File: src/rtl/sd_buffer_pair.sv
// Two independent srdy/drdy flow-control channels sharing clock and reset:
//   channel F: synchronous FIFO (sd_fifo_s), f_depth entries deep
//   channel H: one-entry half-throughput register slice (sd_iohalf)
// Neither channel has a combinational path from srdy to drdy.

// Synchronous single-clock FIFO with extra-MSB pointers for full/empty.
module sd_fifo_s #(
  parameter int unsigned width = 8,
  parameter int unsigned depth = 4
) (
  input  logic             clk,
  input  logic             reset,
  input  logic             c_srdy,
  output logic             c_drdy,
  input  logic [width-1:0] c_data,
  output logic             p_srdy,
  input  logic             p_drdy,
  output logic [width-1:0] p_data
);

  localparam int unsigned Aw = $clog2(depth);
  localparam logic [Aw:0] PtrOne = {{Aw{1'b0}}, 1'b1};

  logic [width-1:0] mem_q [depth];
  logic [Aw:0]      wr_ptr_q, wr_ptr_d;
  logic [Aw:0]      rd_ptr_q, rd_ptr_d;
  logic             full;
  logic             empty;
  logic             wr_en;
  logic             rd_en;

  // Status flags, handshake qualification and next pointers.
  always_comb begin
    empty    = (wr_ptr_q == rd_ptr_q);
    full     = (wr_ptr_q[Aw-1:0] == rd_ptr_q[Aw-1:0]) && (wr_ptr_q[Aw] != rd_ptr_q[Aw]);
    c_drdy   = !full;
    p_srdy   = !empty;
    wr_en    = c_srdy && !full;
    rd_en    = p_drdy && !empty;
    wr_ptr_d = wr_en ? wr_ptr_q + PtrOne : wr_ptr_q;
    rd_ptr_d = rd_en ? rd_ptr_q + PtrOne : rd_ptr_q;
    // Head of queue straight from storage: no bypass when empty.
    p_data   = mem_q[rd_ptr_q[Aw-1:0]];
  end

  // Pointer registers; only pointers are cleared by reset.
  always_ff @(posedge clk) begin
    if (reset) begin
      wr_ptr_q <= '0;
      rd_ptr_q <= '0;
    end else begin
      wr_ptr_q <= wr_ptr_d;
      rd_ptr_q <= rd_ptr_d;
    end
  end

  // Storage write on an accepted producer handshake.
  always_ff @(posedge clk) begin
    if (wr_en) begin
      mem_q[wr_ptr_q[Aw-1:0]] <= c_data;
    end
  end

endmodule

// One-entry register slice: alternates between accepting and presenting,
// so at most one word every two cycles and all outputs come from flops.
module sd_iohalf #(
  parameter int unsigned width = 8
) (
  input  logic             clk,
  input  logic             reset,
  input  logic             c_srdy,
  output logic             c_drdy,
  input  logic [width-1:0] c_data,
  output logic             p_srdy,
  input  logic             p_drdy,
  output logic [width-1:0] p_data
);

  logic             full_q, full_d;
  logic [width-1:0] data_q;
  logic             load;

  // Load when empty, unload when full; the two never coincide.
  always_comb begin
    c_drdy = !full_q;
    p_srdy = full_q;
    p_data = data_q;
    load   = c_srdy && !full_q;
    full_d = full_q;
    if (load) begin
      full_d = 1'b1;
    end else if (p_drdy && full_q) begin
      full_d = 1'b0;
    end
  end

  // Occupancy flag, cleared by reset.
  always_ff @(posedge clk) begin
    if (reset) begin
      full_q <= 1'b0;
    end else begin
      full_q <= full_d;
    end
  end

  // Data register, not reset.
  always_ff @(posedge clk) begin
    if (load) begin
      data_q <= c_data;
    end
  end

endmodule

// Top-level wrapper: the two channels are fully independent.
module sd_buffer_pair #(
  parameter int unsigned f_width = 8,
  parameter int unsigned f_depth = 4,
  parameter int unsigned h_width = 8
) (
  input  logic               clk,
  input  logic               reset,
  input  logic               fc_srdy,
  output logic               fc_drdy,
  input  logic [f_width-1:0] fc_data,
  output logic               fp_srdy,
  input  logic               fp_drdy,
  output logic [f_width-1:0] fp_data,
  input  logic               hc_srdy,
  output logic               hc_drdy,
  input  logic [h_width-1:0] hc_data,
  output logic               hp_srdy,
  input  logic               hp_drdy,
  output logic [h_width-1:0] hp_data
);

  sd_fifo_s #(
    .width (f_width),
    .depth (f_depth)
  ) u_fifo (
    .clk    (clk),
    .reset  (reset),
    .c_srdy (fc_srdy),
    .c_drdy (fc_drdy),
    .c_data (fc_data),
    .p_srdy (fp_srdy),
    .p_drdy (fp_drdy),
    .p_data (fp_data)
  );

  sd_iohalf #(
    .width (h_width)
  ) u_half (
    .clk    (clk),
    .reset  (reset),
    .c_srdy (hc_srdy),
    .c_drdy (hc_drdy),
    .c_data (hc_data),
    .p_srdy (hp_srdy),
    .p_drdy (hp_drdy),
    .p_data (hp_data)
  );

endmodule

File: config.mk
export PLATFORM = sky130hd
export DESIGN_NAME = sd_buffer_pair
export DESIGN_NICKNAME = d
export VERILOG_FILES = /design/src/rtl/sd_buffer_pair.sv
export SDC_FILE = /design/constraint.sdc
export NUM_CORES = 1
export LEC_CHECK = 0
export CAP_MARGIN = 20
export CORE_ASPECT_RATIO = 1.1
export CORE_MARGIN = 10
export CORE_UTILIZATION = 33
export CTS_BUF_LIST = sky130_fd_sc_hd__clkbuf_16
export DETAILED_ROUTE_END_ITERATION = 10
export GPL_ROUTABILITY_DRIVEN = 0
export SLEW_MARGIN = 20
export SYNTH_ARGS = -nofsm -noshare
export SYNTH_HDL_FRONTEND = slang
export SYNTH_HIERARCHICAL = 1
export SYNTH_SLANG_ARGS = --single-unit
export TNS_END_PERCENT = 5
File: constraint.sdc
create_clock -name clk -period 4.8 [get_ports clk]
set_clock_uncertainty 0.15 [all_clocks]
set_input_delay 0.72 -clock clk [delete_from_list [all_inputs] [get_ports clk]]
set_output_delay 0.72 -clock clk [all_outputs]
set_load 0.05 [all_outputs]
==> results.yml <==
setup_path:
  worstPathArrival_ns: 2.25
  r2r_slack_ns: 2.49
  worstPathCellList: "mux4_2 > clkdlybuf4s50_1"
  criticalPathCategory: "flop to primary output"
  critPathMaxStageDelay_ns: 0.72
  cp_slowest_cell: "clkdlybuf4s50_1"
  end_kind: "primary output"
  r2r_cells: 3
  cp_max_fo: 8
  critPathRequiredTime_ns: 3.93
  crit_end: "fp_data[7]"
  cp-start-kind: "flop"
  reg2reg_to: "u_fifo/mem_q[3][1]"
  r2r-start: "u_fifo/wr_ptr_q[0]"
clock_network:
  cts_tree: "yes"
  cts_setup_buffers: 0
  cts_root_buffer: "clkbuf_16"
  cts_buffers: 5
  ctsResizeCount: 0
  hold_buffers: 0
  htreeDepth: 2
  clk_pin_slew_worst_paths_ns: 0.06
  clkLatencyLatePin_ns: 0.28
  clockBufferDepth: 2
  cts_sinks: 49
timing:
  finalHoldViolCount: 0
  slew_headroom_pct: 36.1
  maxSlewViolCount: 0
  post-route-period-util_pct: 65.0
  grt_setup_unrepaired: "false"
  min_period_ns: 3.12
  finalSetupViolations: 0
  tightest_slew_ns: 0.958
  setup_ws_ns: 1.68
  fin_tns_setup_ns: 0
  worst_hold_slack_ns: 0.364
  max_freq_mhz: 321
placement:
  io_buffers: 41
  dp_slack_ns: 1.91
  placed_area_mm2: 0.00248
  dp_hpwl_um: 3010
cells_and_area:
  fin_nets: 195
  multi_input_comb_area_um2: 576
  layout_commonest_cell: "clkdlybuf4s50_1"
  final-seq-area_mm2: 0.00138
  nFillCells: 528
  final_cell_mix: "clkdlybuf4s50_1, edfxtp_1, dfxtp_1"
  diodes: 0
  drive_gt1_share_pct: 9.47
  design_area_mm2: 0.00265
  area_growth_pct: 32.2
detailed_routing:
  routed_via_density: 4.90
  drt_iter0_drc: 72
  via_count: 1205
  wl_per_cell_um: 16.7
  first_pass_iters: 4
  detail-route-antenna-nets: 0
  wl_um: 4110
  drc: 0
logic_synthesis:
  yosys_warnings: 6
  synth_fp_nets: 152
  synth.ff_latch_count: 49
  seq_area_frac_synth_pct: 68.9
  syn_inst: 125
  avgSynthCellArea_um2: 16.0
  synth_cell_type_count: 28
  syn_area_mm2: 0.00200
global_route:
  gr-usage-all-layers_pct: 9.13
  grt_max_degree: 16
  grt_pass1_wl_um: 6640
  grt_pass1_vias: 1268
  gr-total-overflow: 0
  grt_antenna_before_repair: 0
power_and_ir_drop:
  seq_power_share_pct: 38.8
  power_frac_comb_pct: 36.3
  ir_worst_vdd_mv: 0.391
  leakage_nw: 0.893
  internal_power_mw: 0.991
  p_sw_mw: 0.557
  swShare_pct: 36.0
  power_density_mw_per_mm2: 584
  totalPowerFinal_mw: 1.55
  p_clk_share_pct: 24.9
floorplan:
  pin_count: 42
  core-area_mm2: 0.00584
  fp.dieW_um: 94.3
  chipHeight_um: 102
  num_rows: 29
  start_util_pct: 34.3
  die-area_mm2: 0.00960
hold_path:
  whs_path_depth: 1
  hold_class: "flop to flop"
run:
  cap_viol_max_count: 0
outcome:
  outcome: "finished, final reports clean"
-- how the worst min path moves through the flow --
stage | startpoint | endpoint | slack (ns)
global placement | u_half/p_srdy | u_half/p_srdy | 0.35
global route | u_half/p_srdy | u_half/p_srdy | 0.41
detailed placement | u_half/p_srdy | u_half/p_srdy | 0.36
CTS | u_half/p_srdy | u_half/p_srdy | 0.37
floorplan | u_fifo/rd_ptr_q[2] | u_fifo/rd_ptr_q[2] | 0.35
finish | u_half/p_srdy | u_half/p_srdy | 0.36
-- cells in the mapped netlist --
cell type / count / area, um^2
nor3b_1: 4 / 30.0
a211o_1: 2 / 17.5
nor2_1: 2 / 7.51
nand2_1: 6 / 22.5
or4_1: 1 / 7.51
and2b_2: 1 / 8.76
nor2b_1: 2 / 12.5
xnor2_1: 3 / 26.3
o21ai_0: 4 / 20.0
a21oi_1: 3 / 15.0
buf_2: 2 / 10.0
a211oi_1: 1 / 7.51
a41oi_1: 2 / 17.5
a31oi_1: 3 / 18.8
edfxtp_1: 40 / 1200
and2_1: 3 / 18.8
and3_1: 1 / 6.26
ha_1: 5 / 62.6
buf_1: 1 / 3.75
clkbuf_1: 1 / 3.75
mux4_2: 8 / 180
nand4_1: 4 / 25.0
nand3_1: 6 / 30.0
o211ai_1: 2 / 15.0
inv_1: 5 / 18.8
buf_6: 1 / 11.3
dfxtp_1: 9 / 180
xor2_1: 3 / 26.3
-- metal layers --
metal	up-vias	part of all wire (%)	wire length (um)	GRT usage, %
li1	571	-	-	-
met1	605	39	1610	9.48
met2	23	54	2210	16.4
met3	6	5.9	242	3.62
met4	0	1.2	50	2.92
met5	-	0	0	0
-- power groups by stage --
stage	registers (mW)	clock network (mW)	logic, mW
2_1_floorplan	0.583	0	0.417
3_3_place_gp	0.606	0	0.560
3_5_place_dp	0.613	0	0.568
4_1_cts	0.604	0.398	0.570
5_1_grt	0.612	0.421	0.600
6_report	0.601	0.385	0.562
-- registers in the layout (all words and copies together), names as in the netlist, named ones only --
signal           count
u_half/p_srdy        1
u_fifo/rd_ptr_q      3
u_fifo/wr_ptr_q      3
u_half/p_data        8
u_fifo/mem_q        32
-- worst max-delay path: cells and delay by family (launching register included) --
kind	cells	cell delay, ns
DFF	1	0.67
muxes	1	0.58
buffers and inverters	1	0.72
-- area by class of cell --
class                           count  share of cell area [%]
Sequential cell                    49                    52.1
Inverter                            5                   0.708
Timing Repair Buffer               41                    15.5
Tap cell                           77                    3.64
Clock buffer                        5                    4.72
Multi-Input combinational cell     66                    21.7
Clock inverter                      3                    1.61
-- kinds of logic after synthesis --
group                      Yosys count  synth area share [%]
buffers and inverters               10                  2.37
xor gates and xnor gates             6                  2.62
muxes                                8                  8.99
AOI/OAI and AO/OA                   17                  5.56
adders and majority gates            5                  3.12
DFF                                 49                  68.9
and+or+nand+nor                     30                  8.43
-- per-stage QoR --
step	instances	util, %
after global placement	238	42.5
after detailed placement	238	42.5
final	246	45.4
after global routing	246	45.4
after floorplan	125	-
after CTS	246	45.4
No activity file was read; power rests on OpenSTA's default activity.
==> patch: new RTL, same flow settings <==
Change the parameter `f_width` from 8 to 12.
--- a/src/rtl/sd_buffer_pair.sv
+++ b/src/rtl/sd_buffer_pair.sv
@@ -118,3 +118,3 @@
 module sd_buffer_pair #(
-  parameter int unsigned f_width = 8,
+  parameter int unsigned f_width = 12,
   parameter int unsigned f_depth = 4,
Ports: changed (resized fc_data and fp_data); port bits go from 42 to 50. The function was not compared with the original's and may differ.
==> patch against the unedited design <==
Area after synthesis is 28% higher. Sequential cell count increased by 16. Design area is 32% higher. Total power up 41%. Global-route usage shrank 0.12 points. Sequential share of layout area rose by 1.3 points. Routed wire length grew 23%. Largest power group unchanged. Critical path depth did not move. Count of clock-buffer cells in the layout increased by 4. First-iteration DRC count is 8.3% lower. Utilization rose by 1.0 points. Sequential power grew 32%. Largest cell class unchanged. Worst setup slack got worse by 0.24 ns. Highest routed layer is now met3.
==> patch: results (changes against the unedited design) <==
[detailed_routing]
drt_iter0_markers=66  ; -8.3%
wl_um=5071  ; +23%
vias_per_cell=4.723  ; -3.6%

[setup_path]
timing.rr.start=u_fifo/wr_ptr_q[1]$_SDFFE_PP0P_
critPathCapture=fp_data[0]
reg2reg_slack_ns=2.60  ; +0.11 ns
crit_family=flip-flops
r2r_end=u_fifo/mem_q[0][6]$_DFFE_PP_
crit_arrival_ns=2.48  ; +0.23 ns
max_stage_delay_ns=0.84  ; +0.12 ns
slowest_stage=dfxtp_1
cp_max_fo=12  ; +4

[synthesis]
synthXorXnorAreaFrac=0.02041  ; -0.005809
syn_nets=176  ; +16%
synth_seq_area_share=0.7230  ; +0.03389
synthMuxAreaShare=0.1050  ; +0.01507
synth_top_area_frac=0.6531  ; +0.05381
synthCells=145  ; +16%
synthTopCellsByArea=edfxtp_1, mux4_2, dfxtp_1, ha_1, nand3_1
synthAdderAreaFrac=0.02430  ; -0.006916
synth-edff-count=56  ; +40%
yosys-top-cells-count=edfxtp_1, mux4_2, dfxtp_1, nand2_1, nand3_1

[placed_design]
place_ws_ns=1.700  ; -0.2100 ns
placed_area_sq_um=3176  ; +28%
dp.cells=295  ; +24%
port_buffers=49  ; +20%
hpwl_um=3497  ; +16%

[global_routing]
grt_usage=0.09006  ; -0.001234
grt_max_degree=13  ; -3
grt_pass1_vias=1581  ; +25%
grt_pass1_wl_um=8238  ; +24%

[sta]
holdWs_ns=0.3539  ; -0.009962 ns
max_slew.worst_pin.slew_ns=0.8114  ; -0.1470 ns
period_share=0.6987  ; +0.04897

[final_layout]
largest_reg_flops=48  ; +50%
drive_above_1_share=0.1408  ; +0.04610
final_cells=311  ; +26%
fin_nets=232  ; +19%
nFillCells=673  ; +27%

[power_and_ir_drop]
peakVddDrop_mv=0.4387  ; +12%
cellLeakagePower_nw=1.169  ; +31%

[min_path]
holdPathStages=1  ; unchanged

[clock_network]
cts-htree-levels=3  ; +1
ctsResizeCount=0  ; unchanged
clk_latency_ns=0.31  ; +0.03 ns
cts_buffers=9  ; +4

[status]
status=completed

[patch: changes by cell type in the layout (fill, tap and decap cells not counted), sizes merged]
| cell | unedited run | this run |
|---|---|---|
| edfxtp | 40 | 56 |
| clkdlybuf4s50 | 41 | 49 |
| clkbuf | 5 | 9 |
| mux4 | 8 | 12 |
| clkinv | 1 | 3 |
| buf | 0 | 1 |
| bufinv | 1 | 2 |
| clkinvlp | 0 | 1 |
[patch: layout make-up]
cell class	instances	area, sq um	area share
Sequential cell	65	1862	0.5339
Inverter	5	18.77	0.005382
Tap cell	105	131.4	0.03767
Multi-Input combinational cell	70	665.6	0.1909
Clock buffer	9	225.2	0.06459
Clock inverter	7	86.33	0.02476
Timing Repair Buffer	50	498.0	0.1428
[patch: power by group]
group	switching (mW)	internal, mW
clock network	0.214	0.449
registers	0.0821	0.713
logic	0.444	0.275
[patch: routing by layer]
metal | GRT usage | routed length [um]
met5 | 0 | 0
met1 | 0.1036 | 2315
met2 | 0.1493 | 2522
met4 | 0.03343 | 0
met3 | 0.03490 | 233
